### config.mk
export PLATFORM = sky130hd
export DESIGN_NAME = mem_arbiter
export DESIGN_NICKNAME = d
export VERILOG_FILES = /design/src/rtl/mem_arbiter.sv
export SDC_FILE = /design/constraint.sdc
export NUM_CORES = 1
export LEC_CHECK = 0
export ABC_AREA = 0
export CAP_MARGIN = 20
export CORE_AREA = 2 2 103 105
export DETAILED_ROUTE_END_ITERATION = 6
export DIE_AREA = 0 0 105 107
export PLACE_DENSITY = 0.61
export REMOVE_ABC_BUFFERS = 1
export SLEW_MARGIN = 20
export SYNTH_ARGS = -nofsm -noshare
export SYNTH_HDL_FRONTEND = slang
export SYNTH_SLANG_ARGS = --single-unit
### constraint.sdc
create_clock -name CLK -period 1.9 [get_ports CLK]
set_input_delay 0.38 -clock CLK [delete_from_list [all_inputs] [get_ports CLK]]
set_output_delay 0.38 -clock CLK [all_outputs]
set_load 0.02 [all_outputs]
### src/rtl/mem_arbiter.sv
// Arbitrates one RAM port between the instruction and data caches, with a grant
// timeout and a sticky fault flag. Define ARB_RR_EN for round-robin on simultaneous requests.
module mem_arbiter #(
  parameter  int unsigned TIMEOUT_CYCLES = 16,
  localparam int unsigned ADDR_W         = 32,
  localparam int unsigned DATA_W         = 32
) (
  input  logic              CLK,
  input  logic              RST,
  input  logic              iREN,
  input  logic [ADDR_W-1:0] iaddr,
  output logic              iwait,
  output logic [DATA_W-1:0] iload,
  input  logic              dREN,
  input  logic              dWEN,
  input  logic [ADDR_W-1:0] daddr,
  input  logic [DATA_W-1:0] dstore,
  output logic              dwait,
  output logic [DATA_W-1:0] dload,
  output logic              ramREN,
  output logic              ramWEN,
  output logic [ADDR_W-1:0] ramaddr,
  output logic [DATA_W-1:0] ramstore,
  input  logic [DATA_W-1:0] ramload,
  input  logic [1:0]        ramstate,
  output logic              err
);

  localparam int unsigned CNT_W = 5;
  localparam logic [CNT_W-1:0] CNT_LAST = CNT_W'(TIMEOUT_CYCLES - 1);
  localparam logic [1:0] RS_ACCESS = 2'd2;
  localparam logic [1:0] RS_ERROR  = 2'd3;

  typedef enum logic [1:0] {
    IDLE  = 2'd0,
    GNT_I = 2'd1,
    GNT_D = 2'd2
  } state_t;

  state_t           state, state_n;
  logic [CNT_W-1:0] cnt, cnt_n;
  logic             err_n;
  logic             d_req;
  logic             pick_d;
  logic             req_held;

  assign iload = ramload;
  assign dload = ramload;
  assign d_req = dREN | dWEN;

`ifdef ARB_RR_EN
  logic last_d, last_d_n;

  // Remembers which cache held the previous grant (0 = instruction).
  always_ff @(posedge CLK or posedge RST) begin
    if (RST) last_d <= 1'b0;
    else     last_d <= last_d_n;
  end

  assign last_d_n = (state == IDLE && state_n == GNT_D) ? 1'b1 :
                    (state == IDLE && state_n == GNT_I) ? 1'b0 : last_d;
  assign pick_d   = d_req && !(iREN && last_d);
`else
  assign pick_d   = d_req;
`endif

  always_ff @(posedge CLK or posedge RST) begin
    if (RST) begin
      state <= IDLE;
      cnt   <= '0;
      err   <= 1'b0;
    end else begin
      state <= state_n;
      cnt   <= cnt_n;
      err   <= err_n;
    end
  end

  // Grant selection, RAM drive and transaction termination.
  always_comb begin
    state_n  = state;
    cnt_n    = '0;
    err_n    = err;
    ramREN   = 1'b0;
    ramWEN   = 1'b0;
    ramaddr  = '0;
    ramstore = '0;
    iwait    = 1'b1;
    dwait    = 1'b1;
    req_held = 1'b0;

    case (state)
      IDLE: begin
        if (pick_d)    state_n = GNT_D;
        else if (iREN) state_n = GNT_I;
      end
      GNT_I: begin
        ramREN   = iREN;
        ramaddr  = iaddr;
        iwait    = (ramstate != RS_ACCESS);
        req_held = iREN;
      end
      GNT_D: begin
        ramWEN   = dWEN;
        ramREN   = dREN & ~dWEN;
        ramaddr  = daddr;
        ramstore = dstore;
        dwait    = (ramstate != RS_ACCESS);
        req_held = d_req;
      end
      default: state_n = IDLE;
    endcase

    // A dropped request or completed access ends quietly; faults and timeouts flag err.
    if (state != IDLE) begin
      if (!req_held || ramstate == RS_ACCESS) begin
        state_n = IDLE;
      end else if (ramstate == RS_ERROR || cnt == CNT_LAST) begin
        state_n = IDLE;
        err_n   = 1'b1;
      end else begin
        cnt_n = cnt + CNT_W'(1);
      end
    end
  end

endmodule

### Word-level counts from Yosys, hierarchy flattened

Cells that the tools add are included.

| storage, ports and cells | value |
|---|---|
| flip-flop bits (word level) | 8 |
| latch bits | 0 |
| memory bits (writable) | 0 |
| bits in read-only memories | 0 |
| input port bits | 135 |
| output and inout port bits | 133 |
| logic and storage cells | 37 |
| memories | 0 |

| operators by class | value |
|---|---|
| $add $sub $neg | 1 |
| multipliers | 0 |
| div/mod/pow operators | 0 |
| order comparisons | 0 |
| eq/ne operators | 6 |
| shift-type cells | 0 |
| muxes and demuxes | 16 |
| bitwise logic cells | 4 |
| reductions and logical operators | 7 |

Operators by type and width:

| operator | number |
|---|---|
| $pmux 32 s2 | 1 |
| $mux 32 | 1 |
| $mux 5 | 3 |
| $mux 2 | 5 |
| $eq 2x2->1 const B | 3 |
| $add 5x1->5 const B | 1 |
| $eq 5x4->1 const B | 1 |
| $pmux 1 s2 | 2 |
| $pmux 2 s2 | 1 |
| $mux 1 | 3 |
| $reduce_and 3->1 | 1 |
| $eq 2x1->1 const B | 1 |
| $logic_not 2->1 | 1 |
| $logic_or 1x1->1 | 2 |
| $ne 2x2->1 const B | 1 |
| $not 1->1 | 2 |
| $reduce_bool 2->1 | 1 |
| $reduce_or 2->1 | 1 |
| $and 1x1->1 | 1 |
| $logic_not 1->1 | 1 |
| $or 1x1->1 | 1 |

### Longest topological paths before layout

Gate-level depths: netlist (run 1).

| depth | value |
|---|---|
| word-level depth | 6 |
| depth in mapped cells | 6 |
| mapped depth without buffers | 6 |

### Worst setup path before layout (run 1)

No wires, ideal clock.

| timing path | value |
|---|---|
| path type | register -> output |
| from | reg state[1] |
| to | out ramaddr[15] |
| arrival time | 1.427 ns |
| required time | 1.520 ns |
| setup slack | 0.093 ns |
| stages on the path, launching flop included | 5 |
| path buffers | 1 |
| cells stage by stage | dfrtp_1 -> inv_1 -> ha_1 -> clkbuf_1 -> nor2b_1 |

| between the ends | value |
|---|---|
| word-level cells in the longest chain between the ends | 2 |
| elaborated cells between the ends (all ways) | 3 |
| those cells by class | eq/ne (2); mux (1) |

Ends and longest elaborated chain:

| item | line | text |
|---|---|---|
| from (decl) | 40 | `state_t state, state_n;` |
| from (signal assigned) | 73 | `state <= state_n;` |
| $eq 2x2->1 / $eq 2x1->1 (equally long branches) | 92 | `case (state)` |
| $pmux 32 s2 * | 92 |  |
| to (decl) | 22 | `output logic [ADDR_W-1:0] ramaddr,` |

Every way passes the cells marked *; elsewhere a longest branch is shown, timed or not.

### Final worst setup path (run 1)

| timing path | value |
|---|---|
| from | reg state[0] |
| to | out ramREN |

| between the ends | value |
|---|---|
| word-level cells in the longest chain between the ends | 2 |
| elaborated cells between the ends (all ways) | 3 |
| those cells by class | eq/ne (2); mux (1) |

Ends and longest elaborated chain:

| item | line | text |
|---|---|---|
| $eq 2x2->1 / $eq 2x1->1 (equally long branches) | 92 |  |
| $pmux 1 s2 * | 92 |  |
| to (decl) | 20 | `output logic ramREN,` |

Marks and branches as above.

==> flow_metrics.env, run 1 <==
export IMPL_syn_area_mm2=0.00171
export IMPL_p_per_area_mw_per_mm2=1170
export IMPL_antenna_found_initial=0
export IMPL_cts_made_buffers=3
export IMPL_path_buf_inv=3
export IMPL_r2r_cells=6
export IMPL_yosysSeqAreaShare_pct=11.7
export IMPL_syn_avg_cell_area_um2=7.52
export IMPL_grt_pass1_vias=2232
export IMPL_dp_hpwl_mm=10.2
export IMPL_relSlewSlack_pct=78.8
export IMPL_grt_pass1_wl_mm=16.2
export IMPL_startpoint_type="flop"
export IMPL_violations="negative setup slack"
export IMPL_worstSetupPathType="reg2out"
export IMPL_nets=488
export IMPL_grt_max_degree=35
export IMPL_power_leakage_nw=1.40
export IMPL_rsz0062_at_grt="yes"
export IMPL_grt_overflow=0
export IMPL_yosys_warnings=0
export IMPL_cp_required_ns=1.52
export IMPL_hold_viol_final=0
export IMPL_clkTransAtPathRegs_ns=0.04
export IMPL_ctsHoldBuffers=0
export IMPL_clock_latency_ns=0.22
export IMPL_r2r_slack_ns=0.20
export IMPL_holdWs_ns=0.430
export IMPL_num_rows=37
export IMPL_worstMarginPinSlew_ns=0.318
export IMPL_clockRootBuffer="clkbuf_8"
export IMPL_synthDistinctLibCells=24
export IMPL_critical_path_slowest_cell="dfrtp_1"
export IMPL_clock_fmax_mhz=521
export IMPL_layout_commonest_cell="clkdlybuf4s50_1"
export IMPL_period_share_pct=101
export IMPL_clock_skew_ns=0.000492
export IMPL_initial_core_util_pct=16.9
export IMPL_max_cap_viol_count=0
export IMPL_pre_cts_ws_ns=-0.308
export IMPL_drtAntennaViolNets=0
export IMPL_max_stage_delay_ns=0.38
export IMPL_htreeDepth=1
export IMPL_track_usage_pct=20.5
export IMPL_final_cell_mix="clkdlybuf4s50_1, buf_4, and2_1"
export IMPL_cts_tree="built"
export IMPL_antenna_cells=0
export IMPL_dieArea_mm2=0.0112
export IMPL_viasPerCell=4.44
export IMPL_tns_ns=-0.0214
export IMPL_worstPathCellList="buf_4, ha_4, buf_4, and2_4, o21a_1, buf_6"
export IMPL_die_width_um=105
export IMPL_num_vias=2131
export IMPL_synth_cells=227
export IMPL_path_depth=6
export IMPL_firstDrtPassIters=4
export IMPL_coreArea_mm2=0.0101
export IMPL_wire_per_inst_um=25.6
export IMPL_worstPathMaxFanout=3
export IMPL_crit_top_cell="buf_4"
export IMPL_period_needed_ns=1.92
export IMPL_min_path_type="in2async"
export IMPL_drt_iter0_drc=146
export IMPL_ioPinCount=268
export IMPL_ys_ff_latch=8
export IMPL_synthToLayoutAreaGrowth_pct=98.8
export IMPL_cp_end_kind="output port"
export IMPL_place_congestion=0.887
export IMPL_drc=0
export IMPL_post_route_util_pct=33.6
export IMPL_final_layout_size_suffix_gt1_share_pct=42.4
export IMPL_numPortBuffers=171
export IMPL_wirelength_mm=12.3
export IMPL_worstPathArrival_ns=1.54
export IMPL_setup_viol=2
export IMPL_clock_tree_buffer_depth=2
export IMPL_cp_top_family="buffers and inverters"
export IMPL_vdd_ir_drop_max_mv=0.494
export IMPL_die_h_um=107
export IMPL_maxSlewViolCount=0
export IMPL_outcome="finished with violations"
export IMPL_cts_sinks=8
export IMPL_setup_slack_ns=-0.0212
[layer usage]
layer	vias to the layer above	wire, um	GRT usage, %	part of all wire, %
met1	974	4680	22.2	38
met5	-	139	11.0	1.1
met3	18	2190	18.4	18
met4	4	160	2.19	1.3
li1	922	-	-	-
met2	213	5130	29.7	42
[state kept, by name, indices dropped and copies added, names as in the netlist]
name and count:
state 2, err 1, cnt 5
[Yosys cell counts, drive strengths merged]
cell type / number / area (um^2)
nand2: 3 / 11.3
and3b: 1 / 8.76
clkbuf: 6 / 22.5
buf: 72 / 523
nand3: 2 / 10.0
mux2i: 1 / 10.0
a22oi: 32 / 240
xor2: 1 / 8.76
o21ai: 4 / 23.8
inv: 8 / 30.0
xnor2: 1 / 8.76
o21a: 2 / 15.0
o2111ai: 1 / 15.0
a221oi: 2 / 30.0
and3: 1 / 6.26
and2: 34 / 215
nor2: 7 / 26.3
ha: 7 / 87.6
o31ai: 1 / 7.51
dfrtp: 8 / 200
nor2b: 33 / 206
[stage by stage]
stage	total power, mW	std cells	cell area, um^2
floorplan	1.71	149	1160
global placement	3.30	470	3200
detailed placement	3.30	470	3200
CTS	3.50	478	3080
global route	4.21	480	3390
finish	3.98	480	3390
[path summary, 6_finish.rpt]
path | start | to
max in group asynchronous | RST | state[1]
worst min-delay path | RST | cnt[3]
worst max register to register | cnt[0] | cnt[3]
min in group CLK | cnt[0] | cnt[0]
worst max-delay path | state[0] | ramREN
worst min register to register | cnt[0] | cnt[0]
[area by class of cell]
class	count	area, um^2
Timing Repair Buffer	192	1820
Multi-Input combinational cell	133	1130
Clock buffer	3	41.3
Tap cell	136	170
Fill cell	1077	6700
Inverter	8	30.0
Sequential cell	8	201
[where the power goes]
group	total [mW]	internal [mW]	switching [mW]
combinational	3.56	1.82	1.74
clock	0.201	0.137	0.0644
sequential	0.213	0.193	0.0199
[timing repair]
action                     in CTS  in global routing
setup buffers                   3                  2
setup endpoints to repair      68                 68
cloned                          2                  0
pin swaps                       2                  6
resized for setup             295                102
[logic make-up after synthesis]
group           Yosys count  share of synthesized area, %
mux                       1                         0.587
fa+ha+maj                 7                          5.13
xor+xnor                  2                          1.03
compound gates           42                          19.4
flops                     8                          11.7
simple gates             81                          28.4
buf+inv                  86                          33.7
(Power assumes the default switching activity.)
==> inputs of run 2 (changes only) <==
PLACE_DENSITY = 0.66   (was 0.61)
clock period = 2 ns   (was 1.9 ns; I/O delays follow)
==> run 2 against run 1 <==
Effect of this change: count of clock-buffer cells in the layout is the same; critical endpoint unchanged; via count grew 2.8%; clock power shrank 5%; core utilization shrank 0.89 points; worst setup slack gained 0.0056 ns; clock skew grew 0.0015 ns; highest routed layer unchanged; largest power group unchanged; sequential power shrank 6%; the flow still finishes with violations (negative setup slack).
==> flow_metrics.env, run 2 (synthesis gave the netlist of run 1 again) <==
export IMPL_power_leakage_nw=1.37
export IMPL_top_regs="cnt: 5 flops, state: 2 flops, err: 1 flops"
export IMPL_wire_per_inst_um=25.3
export IMPL_coreArea_mm2=0.0101
export IMPL_ioPinCount=268
export IMPL_worstSetupPathType="reg2out"
export IMPL_r2r_start="cnt[0]"
export IMPL_htreeDepth=1
export IMPL_p_per_area_mw_per_mm2=1080
export IMPL_period_share_pct=101
export IMPL_place_congestion=0.985
export IMPL_p_sw_mw=1.72
export IMPL_num_rows=37
export IMPL_numPortBuffers=171
export IMPL_drtAntennaViolNets=0
export IMPL_rsz0062_at_grt="yes"
export IMPL_grt_overflow=0
export IMPL_num_vias=2190
export IMPL_final_cell_mix="clkdlybuf4s50_1, buf_4, buf_2"
export IMPL_cts_made_buffers=3
export IMPL_clock_latency_ns=0.23
export IMPL_cp_required_ns=1.60
export IMPL_max_cap_viol_count=0
export IMPL_startpoint="state[1]"
export IMPL_cts_sinks=8
export IMPL_die_h_um=107
export IMPL_worstPathMaxFanout=4
export IMPL_initial_core_util_pct=16.9
export IMPL_post_route_util_pct=32.7
export IMPL_clock_fmax_mhz=496
export IMPL_maxSlewViolCount=0
export IMPL_wl_met2_mm=5.10
export IMPL_grt_pass1_wl_mm=16.2
export IMPL_regMostFlops="cnt"
export IMPL_clock_tree_buffer_depth=2
export IMPL_hold_viol_final=0
export IMPL_die_width_um=105
export IMPL_track_usage_pct=20.3
export IMPL_synthToLayoutAreaGrowth_pct=93.5
export IMPL_power_share_switching_pct=48.2
export IMPL_grt_pass1_vias=2194
export IMPL_worstMarginPinSlew_ns=0.319
export IMPL_firstDrtPassIters=4
export IMPL_antenna_cells=0
export IMPL_grt_max_degree=35
export IMPL_wl_met3_mm=2.16
export IMPL_largest_reg_flops=5
export IMPL_cts_tree="built"
export IMPL_met1_length_mm=4.40
export IMPL_p_comb_share_pct=89.1
export IMPL_drc=0
export IMPL_seq_power_share_pct=5.6
export IMPL_dp_hpwl_mm=9.79
export IMPL_final_layout_size_suffix_gt1_share_pct=38.8
export IMPL_worstPathArrival_ns=1.62
export IMPL_clkPwrFrac_pct=5.3
export IMPL_drt_iter0_drc=144
export IMPL_multi_input_area_mm2=0.00112
export IMPL_intPower_mw=1.85
export IMPL_antenna_found_initial=0
export IMPL_clockRootBuffer="clkbuf_8"
export IMPL_cp_end_kind="output port"
export IMPL_violations="negative setup slack"
export IMPL_startpoint_type="flop"
export IMPL_wirelength_mm=12.2
export IMPL_viasPerCell=4.55
export IMPL_vdd_ir_drop_max_mv=0.440
export IMPL_nets=489
export IMPL_dieArea_mm2=0.0112
export IMPL_routed_top_layer="met5"
export IMPL_setup_viol=1
export IMPL_setup_slack_ns=-0.0156
export IMPL_layout_commonest_cell="clkdlybuf4s50_1"
export IMPL_seq_area_um2=200
export IMPL_total_power_mw=3.57
export IMPL_period_needed_ns=2.02
export IMPL_relSlewSlack_pct=78.7
export IMPL_min_path_type="in2async"
export IMPL_clock_skew_ns=0.00196
export IMPL_outcome="finished with violations"
export IMPL_fillers=1071
export IMPL_clkTransAtPathRegs_ns=0.04
## run 2: final timing paths
path | slack, ns | depth (start not counted) | endpoint
max reg2reg | 0.35 | 6 | cnt[2]
min in group CLK | 0.46 | 1 | cnt[0]
max | -0.02 | 6 | ramREN
min | 0.43 | 2 | cnt[1]
max in group asynchronous | 1.33 | 2 | state[1]
min reg2reg | 0.46 | 1 | cnt[0]
## run 2: area by class of cell
type                    count  area share (%)
flip-flops and latches      8            6.06
inverters                   8           0.909
well taps                 136            5.15
repair buffers            193            52.7
clock buffers               3            1.25
multi-input cells         133            33.9
## run 2: timing repair
action	4_1_cts	5_1_grt
pin swaps	1	13
buffers inserted	3	2
gates resized for setup	260	59
endpoints found under the setup margin	63	56
hold buffers	0	0
gates cloned	2	1
## run 2: metrics by stage
stage	TNS [ns]	area (um^2)	cells	setup WS (ns)	hold WS [ns]
floorplan	-4.73	1160	149	-0.154	0.216
global placement	-6.71	3190	470	-0.165	0.447
detailed placement	-9.07	3190	470	-0.234	0.453
CTS	0	3290	478	0.00185	0.444
global route	-0.371	3300	481	-0.0891	0.457
finish	-0.0156	3300	481	-0.0156	0.432
## run 2: worst max-delay path: stages (launching register included)
cell	delay (ns)
dfrtp_1	0.41
buf_4	0.16
ha_4	0.19
buf_4	0.14
and3b_1	0.18
o21a_1	0.18
buf_6	0.13
## run 2: per-layer routing
| layer | vias up | global-route usage, % |
|---|---|---|
| li1 | 927 | - |
| met1 | 1035 | 22.0 |
| met2 | 203 | 29.2 |
| met3 | 21 | 16.7 |
| met4 | 4 | 5.71 |
| met5 | - | 10.0 |
## run 2: power by group through the flow
stage	logic, mW	registers [mW]	clock network, mW
6_report	3.18	0.201	0.190
5_1_grt	3.37	0.202	0.215
4_1_cts	3.08	0.197	0.198
3_5_place_dp	2.94	0.199	0
3_3_place_gp	2.90	0.198	0
2_1_floorplan	1.43	0.197	0
==> inputs of run 3 (changes only) <==
TNS_END_PERCENT = 10   (was default)
==> run 3 against run 2 <==
Effect of this change: the run now ends clean; combinational power down 3%; critical path type unchanged; worst setup slack better by 0.019 ns; clock skew about the same; via count down 2.0%; fmax up 0.95%; non-clock buffer count down 2.
==> flow_metrics.env, run 3 (synthesis gave the netlist of run 1 again) <==
export IMPL_grt_max_degree=35
export IMPL_multi_input_area_um2=996
export IMPL_initial_core_util_pct=16.9
export IMPL_tns_ns=0
export IMPL_holdWs_ns=0.433
export IMPL_vdd_ir_drop_max_mv=0.381
export IMPL_clock_tree_buffer_depth=2
export IMPL_clkPwrFrac_pct=5.4
export IMPL_largest_reg_flops=5
export IMPL_cp_end_kind="output port"
export IMPL_worstPathArrival_ns=1.60
export IMPL_period_share_pct=99.8
export IMPL_fillers=1089
export IMPL_clkTransAtPathRegs_ns=0.04
export IMPL_dp_hpwl_mm=9.79
export IMPL_relSlewSlack_pct=78.9
export IMPL_total_power_mw=3.49
export IMPL_cts_tree="built"
export IMPL_seq_power_share_pct=6.0
export IMPL_grt_pass1_vias=2132
export IMPL_clockRootBuffer="clkbuf_8"
export IMPL_clock_latency_ns=0.23
export IMPL_startpoint_type="flop"
export IMPL_antenna_found_initial=0
export IMPL_grt_pass1_wl_mm=16.0
export IMPL_clock_fmax_mhz=501
export IMPL_power_share_switching_pct=47.6
export IMPL_ctsHoldBuffers=0
export IMPL_viasPerCell=4.48
export IMPL_p_sw_mw=1.66
export IMPL_nets=487
export IMPL_num_vias=2147
export IMPL_place_congestion=0.985
export IMPL_maxSlewViolCount=0
export IMPL_grt_overflow=0
export IMPL_p_comb_share_pct=88.6
export IMPL_top_regs="cnt: 5 flops, state: 2 flops, err: 1 flops"
export IMPL_htreeDepth=1
export IMPL_die_width_um=105
export IMPL_worstPathMaxFanout=34
export IMPL_fin_area_mm2=0.00318
export IMPL_clock_skew_ns=0.00227
export IMPL_cts_sinks=8
export IMPL_drc=0
export IMPL_p_per_area_mw_per_mm2=1100
export IMPL_firstDrtPassIters=4
export IMPL_dieArea_mm2=0.0112
export IMPL_period_needed_ns=2.00
export IMPL_wirelength_mm=12.0
export IMPL_regMostFlops="cnt"
export IMPL_final_cell_mix="clkdlybuf4s50_1, buf_4, and2_1"
export IMPL_outcome="finished, final reports clean"
export IMPL_ioPinCount=268
export IMPL_antenna_cells=0
export IMPL_final_layout_size_suffix_gt1_share_pct=32.7
export IMPL_intPower_mw=1.83
export IMPL_drt_iter0_drc=173
export IMPL_wire_per_inst_um=25.0
export IMPL_cp_required_ns=1.60
export IMPL_layout_commonest_cell="clkdlybuf4s50_1"
export IMPL_rsz0062_at_grt="yes"
export IMPL_worstMarginPinSlew_ns=0.316
export IMPL_numPortBuffers=171
export IMPL_cts_made_buffers=3
export IMPL_seq_area_um2=201
export IMPL_hold_viol_final=0
export IMPL_synthToLayoutAreaGrowth_pct=86.2
export IMPL_postPlaceCellArea_mm2=0.00319
export IMPL_track_usage_pct=20.0
export IMPL_coreArea_mm2=0.0101
export IMPL_worstSetupPathType="reg2out"
export IMPL_num_rows=37
export IMPL_setup_viol=0
export IMPL_min_path_type="in2async"
export IMPL_power_leakage_nw=1.34
export IMPL_max_cap_viol_count=0
export IMPL_die_h_um=107
export IMPL_drtAntennaViolNets=0
run 3: changes by cell type in the layout (fill, tap and decap cells not counted), sizes merged:
cell           before  now
buf                84   85
clkbuf              8    4
clkdlybuf4s15       1    2
run 3: path summary, 6_finish.rpt:
path	from	end	slack, ns	depth (start not counted)
hold reg to reg	cnt[0]	cnt[0]	0.46	1
hold / removal	RST	cnt[1]	0.43	2
max in group asynchronous	RST	state[1]	1.31	2
min in group CLK	cnt[0]	cnt[0]	0.46	1
setup / recovery	state[1]	ramstore[5]	0.003	5
setup reg to reg	cnt[0]	cnt[2]	0.35	6
run 3: cell type report:
cell class              count  area share (%)
flip-flops and latches      8            6.34
inverters                   8            1.02
repair buffers            191            54.6
well taps                 136            5.35
multi-input cells         133            31.3
clock buffers               3            1.30
run 3: power by group through the flow:
stage | clock network (mW) | logic [mW] | registers [mW]
3_3_place_gp | 0 | 2.90 | 0.198
4_1_cts | 0.198 | 2.92 | 0.208
5_1_grt | 0.214 | 3.29 | 0.211
2_1_floorplan | 0 | 1.43 | 0.197
6_report | 0.190 | 3.10 | 0.209
3_5_place_dp | 0 | 2.94 | 0.199
run 3: timing repair:
| item | CTS | global route |
|---|---|---|
| buffers inserted | 0 | 3 |
| endpoints found under the setup margin | 63 | 55 |
| gates resized for setup | 266 | 41 |
| gates cloned | 2 | 1 |
run 3: worst max-delay path, stage by stage (launching register included):
cell and delay, ns:
dfrtp_2 0.44, buf_4 0.15, ha_2 0.18, buf_12 0.16, and2_1 0.16, clkdlybuf4s15_2 0.27
run 3: layer usage:
layer  GRT usage [%]  share of wire, %  vias up
met1            21.7                35     1004
met5            10.0               1.3        -
met3            16.4                19       13
met2            29.5                42      208
met4            4.19               1.7        4
li1                -                 -      918
run 3: metrics by stage:
step / setup WS [ns] / std cells / util [%]
after floorplan: -0.154 / 149 / -
final: 0.00332 / 479 / 31.5
after detailed placement: -0.234 / 470 / 31.6
after global placement: -0.165 / 470 / 31.6
after global routing: -0.0466 / 479 / 31.5
after CTS: -0.0629 / 475 / 31.0
==> RTL edit 1, RTL diff (config.mk and constraints of run 3) <==
Change the parameter `TIMEOUT_CYCLES` from 16 to 12.
--- a/src/rtl/mem_arbiter.sv
+++ b/src/rtl/mem_arbiter.sv
@@ -3,3 +3,3 @@
 module mem_arbiter #(
-  parameter  int unsigned TIMEOUT_CYCLES = 16,
+  parameter  int unsigned TIMEOUT_CYCLES = 12,
   localparam int unsigned ADDR_W         = 32,
Formal check against the unedited RTL: no difference found for any inputs over 10 cycles, from zero or initial values and one cycle with RST high; that may be too few to reach the edited logic, so the function may still have changed.
==> RTL edit 1 against run 3 <==
  * Combinational power is 8.7% lower
  * Non-clock buffer count stayed put
  * Total power is 7.6% lower
  * Setup slack better by 0.0015 ns
  * Area after synthesis is 5.6% lower
  * Design area is 2.9% lower
  * Routed wire length is 3.8% higher
  * Via count is 3.3% lower
  * Final cell count is 0.63% lower
  * Sequential cell count stayed put
==> RTL edit 1: results (changes against run 3) <==
Least-Margin Pin Slew -> 0.402 ns (+0.0862 ns)
Top post-synthesis cells by area -> buf_4 30%, a22oi_1 15%, and2_1 13%, dfrtp_1 12%, nor2_1 7.7%
First-pass GRT wire length -> 16.3 mm (+1.9%)
Switch Pwr -> 1650 uW (-0.54%)
Final net count -> 483 (-0.82%)
Wire per inst -> 26.1 um (+4.4%)
Vias in the first global route -> 2162 (+1.4%)
Clock power share -> 5.8% (+0.4 points)
Pre-CTS setup slack -> -0.314 ns (-0.0806 ns)
CP Capture Point -> ramstore[16]
Dpl cell area -> 0.00310 sq mm (-2.7%)
Comb pwr -> 2830 uW (-8.7%)
Detailed placer's ending HPWL -> 10.5 mm (+7.0%)
Pleak -> 0.00133 uW (-0.81%)
Worst stage delay on the critical path -> 0.38 ns (-0.06 ns)
Total Routed Length -> 12.4 mm (+3.8%)
Dominant cell type by area after synthesis -> buf_4
CP delay by family, top -> buffers and inverters
GR Util met1 -> 18.3% (-3.4 points)
Overall Global Routing Usage -> 20.6% (+0.59 points)
Post-Route M1 WL -> 3.82 mm (-10%)
Iteration-0 DRC count of the detailed router -> 104 (-40%)
CTS-repair resized insts -> 230 (-14%)
Vias -> 2077 (-3.3%)
M3 GR Usage -> 21.6% (+5.3 points)
Worst vdd ir -> 271 uV (-29%)
PwrDens -> 1050 mW/mm^2 (-4.9%)
Setup Skew -> 0.000963 ns (-0.00131 ns)
Post-synth top cells -> 65 x buf_4, 33 x and2_1, 33 x nor2_1
Final hold slack -> 0.441 ns (+0.00787 ns)
Share of cells above drive strength 1 -> 34.1% (+1.5 points)
Yosys cell types -> 29 (+21%)
Routability cong. -> 0.882 (-10%)
Routed wl met3 -> 2.68 mm (+17%)
Met2 wire length -> 5.63 mm (+11%)
Met2 usage -> 32.5% (+3.1 points)
Synth Instances -> 224 (-1.3%)
Status -> completed
Worst Path Max Fanout -> 30 (-12%)
Pin count of the biggest net entering global routing -> 34 (-2.9%)
Seq/Total Area, Yosys -> 12.4% (+0.70 points)
Flop2flop setup slack -> 0.24 ns (-0.11 ns)
Slowest-stage cell, CP -> dfrtp_1
RTL edit 1: cell count changes in the layout (fill, tap and decap cells not counted), moves of 3 or more:
cell | run 3 | this run
a22oi_1 | 31 | 19
a22oi_2 | 1 | 13
and2_1 | 33 | 28
and2_4 | 1 | 5
buf_2 | 28 | 50
buf_4 | 51 | 17
buf_6 | 0 | 8
inv_1 | 6 | 3
nor2_1 | 7 | 33
nor2b_1 | 25 | 0
nor2b_2 | 8 | 0
nor3_1 | 0 | 5
RTL edit 1: logic make-up after synthesis:
kind of cell,after synthesis,synth area share [%]
buffers and inverters,83,34.6
AOI/OAI and AO/OA,42,20.0
and+or+nand+nor,81,26.1
DFF,8,12.4
xor gates and xnor gates,3,1.63
muxes,1,0.622
adders and majority gates,6,4.66
RTL edit 1: area by class of cell:
class	count	area, sq um
clock buffer	3	41.3
inverter	5	18.8
tap	136	170
fill	1090	7010
timing repair buffer	191	1690
sequential	8	200
multi-input combinational	133	968
==> RTL edit 2, RTL diff (config.mk and constraints of run 3) <==
Without the edit above. Put one more register stage on the output `err`, with the module's reset. The value now appears one clock later. The other outputs are not delayed to match.
--- a/src/rtl/mem_arbiter.sv
+++ b/src/rtl/mem_arbiter.sv
@@ -39,2 +39,4 @@
 
+  logic err_s0;
+
   state_t           state, state_n;
@@ -70,3 +72,3 @@
       cnt   <= '0;
-      err   <= 1'b0;
+      err_s0 <= 1'b0;
     end else begin
@@ -74,3 +76,3 @@
       cnt   <= cnt_n;
-      err   <= err_n;
+      err_s0 <= err_n;
     end
@@ -82,3 +84,3 @@
     cnt_n    = '0;
-    err_n    = err;
+    err_n    = err_s0;
     ramREN   = 1'b0;
@@ -126,2 +128,10 @@
 
+  always_ff @(posedge CLK or posedge RST) begin
+    if (RST) begin
+      err <= '0;
+    end else begin
+      err <= err_s0;
+    end
+  end
+
 endmodule
Check against the original RTL: not equivalent (Yosys sat finds a counterexample within 4 cycles, from zero or initial values and one cycle with RST high).
==> RTL edit 2 against run 3 <==
  * Routed wire length fell by 1.5%
  * Critical path depth rose by 1
  * Sequential cell count rose by 1
  * Design area rose by 6.2%
  * Register-to-register slack got worse by 0.08 ns
  * Final cell count rose by 0.84%
  * Setup slack improved by 0.014 ns
  * Area after synthesis rose by 1.5%
  * Total power rose by 12%
  * Clock skew fell by 0.0013 ns
==> RTL edit 2: results (changes against run 3) <==
Fillers -> 1064 (-2.3%)
Top post-synthesis cells by area -> buf_4 28%, a22oi_1 14%, dfrtp_1 13%, and2_1 12%, nor2b_1 12%
Worst Path Arrival -> 1.58 ns (-0.02 ns)
Vias in the first global route -> 2249 (+5.5%)
Synth-to-layout area growth -> 94.9%
Total clock buffers created by CTS -> 3 (unchanged)
Total Routed Length -> 11.8 mm (-1.5%)
Worst Path Max Fanout -> 17 (-50%)
Routability cong. -> 0.826 (-16%)
Worst-Skew Late Latency -> 0.23 ns (about the same)
First-pass GRT wire length -> 16.2 mm (+1.3%)
Sw frac -> 45.8% (-1.8 points)
Max_slew headroom -> 75.4% (-3.5 points)
Seq/Total Area, Yosys -> 13.0% (+1.3 points)
Setup Skew -> 0.00101 ns (-0.00126 ns)
Asr flop ratio synth -> 100% (unchanged)
Share of cells above drive strength 1 -> 36.0% (+3.4 points)
Status -> completed
Detailed placer's ending HPWL -> 9.63 mm (-1.7%)
Worst vdd ir -> 448 uV (+18%)
Pin count of the biggest net entering global routing -> 33 (-5.7%)
Top flop regs -> cnt x5, state x2
Vias -> 2134 (-0.61%)
Post-synth top cells -> 65 x buf_4, 33 x and2_1, 33 x nor2b_1
Slowest-stage cell, CP -> dfrtp_1
Overall Global Routing Usage -> 20.1% (+0.072 points)
Iteration-0 DRC count of the detailed router -> 120 (-31%)
Final net count -> 490 (+0.62%)
CP Capture Point -> ramREN
Worst stage delay on the critical path -> 0.39 ns (-0.05 ns)
Worst Hold Class -> flip-flop to flip-flop
Inserted Diodes -> 0 (unchanged)
Main flop type after synthesis -> dfrtp_1
Initial DRT Pass Iterations -> 4 (unchanged)
Pleak -> 0.00142 uW (+5.8%)
Bufs on Longest Clock Path -> 2 (unchanged)
Flop2flop setup slack -> 0.27 ns (-0.08 ns)
Worst reg2reg path depth -> 6 (unchanged)
Yosys cell types -> 24 (unchanged)
RTL edit 2: power groups by stage:
stage | logic, uW | clock network [uW] | registers [uW]
final | 3480 | 206 | 218
after global routing | 3710 | 220 | 220
after CTS | 3280 | 209 | 212
after detailed placement | 3080 | 0 | 219
after global placement | 3060 | 0 | 217
after floorplan | 1430 | 0 | 217
RTL edit 2: logic make-up (layout without fill, tap and decap cells):
family,count (synthesis),in the layout,synth area share [%]
adder cells (fa/ha/maj),7,7,5.06
AND/OR/NAND/NOR,81,81,28.0
buffers and inverters,86,205,33.2
AO/OA/AOI/OAI,42,42,19.1
multiplexers,1,1,0.578
flip-flops,9,9,13.0
XOR/XNOR,2,2,1.01
RTL edit 2: layout make-up:
type	instances	area share, %
tap	136	5.04
clock buffer	4	1.33
timing repair buffer	193	54.7
sequential	9	6.67
inverter	8	0.964
multi-input combinational	133	31.3
RTL edit 2: per-layer routing:
layer	share of wire, %	wire length (um)	GRT usage [%]
met5	0.54	64	5.71
met4	0.47	55	2.48
met3	22	2550	20.7
met2	38	4490	26.2
met1	39	4640	22.9
RTL edit 2: repair_timing:
item,CTS,global route
pin swaps,0,13
gates cloned,2,1
buffers inserted,2,0
gates resized for setup,209,62
setup endpoints to repair,67,56
RTL edit 2: how the worst min path moves through the flow:
stage / from / endpoint / slack [ns] / cells after the start
finish: err_s0$_DFFE_PP0P_ / err$_DFF_PP0_ / 0.38 / 0
global route: err_s0$_DFFE_PP0P_ / err$_DFF_PP0_ / 0.40 / 0
CTS: err_s0$_DFFE_PP0P_ / err$_DFF_PP0_ / 0.38 / 0
detailed placement: err_s0$_DFFE_PP0P_ / err$_DFF_PP0_ / 0.37 / 0
global placement: err_s0$_DFFE_PP0P_ / err$_DFF_PP0_ / 0.37 / 0
floorplan: RST / cnt[0]$_DFF_PP0_ / 0.23 / 1
RTL edit 2: stage by stage:
stage          hold WS (ns)  area [sq um]  setup slack, ns  total power [uW]  cells
2_1_floorplan         0.228          1190           -0.154              1640    150
3_3_place_gp          0.368          3270           -0.157              3270    474
3_5_place_dp          0.372          3270           -0.235              3290    474
4_1_cts               0.379          3290           -0.123              3700    482
5_1_grt               0.400          3380          -0.0453              4150    483
6_report              0.379          3380           0.0177              3910    483
RTL edit 2: worst max-delay path, delay by kind of cell, from the launching register on:
| family | cells | cell delay [ns] |
|---|---|---|
| buffers and inverters | 3 | 0.44 |
| DFF | 1 | 0.39 |
| adders and majority gates | 1 | 0.18 |
| and+or+nand+nor | 1 | 0.18 |
| AOI/OAI and AO/OA | 1 | 0.16 |
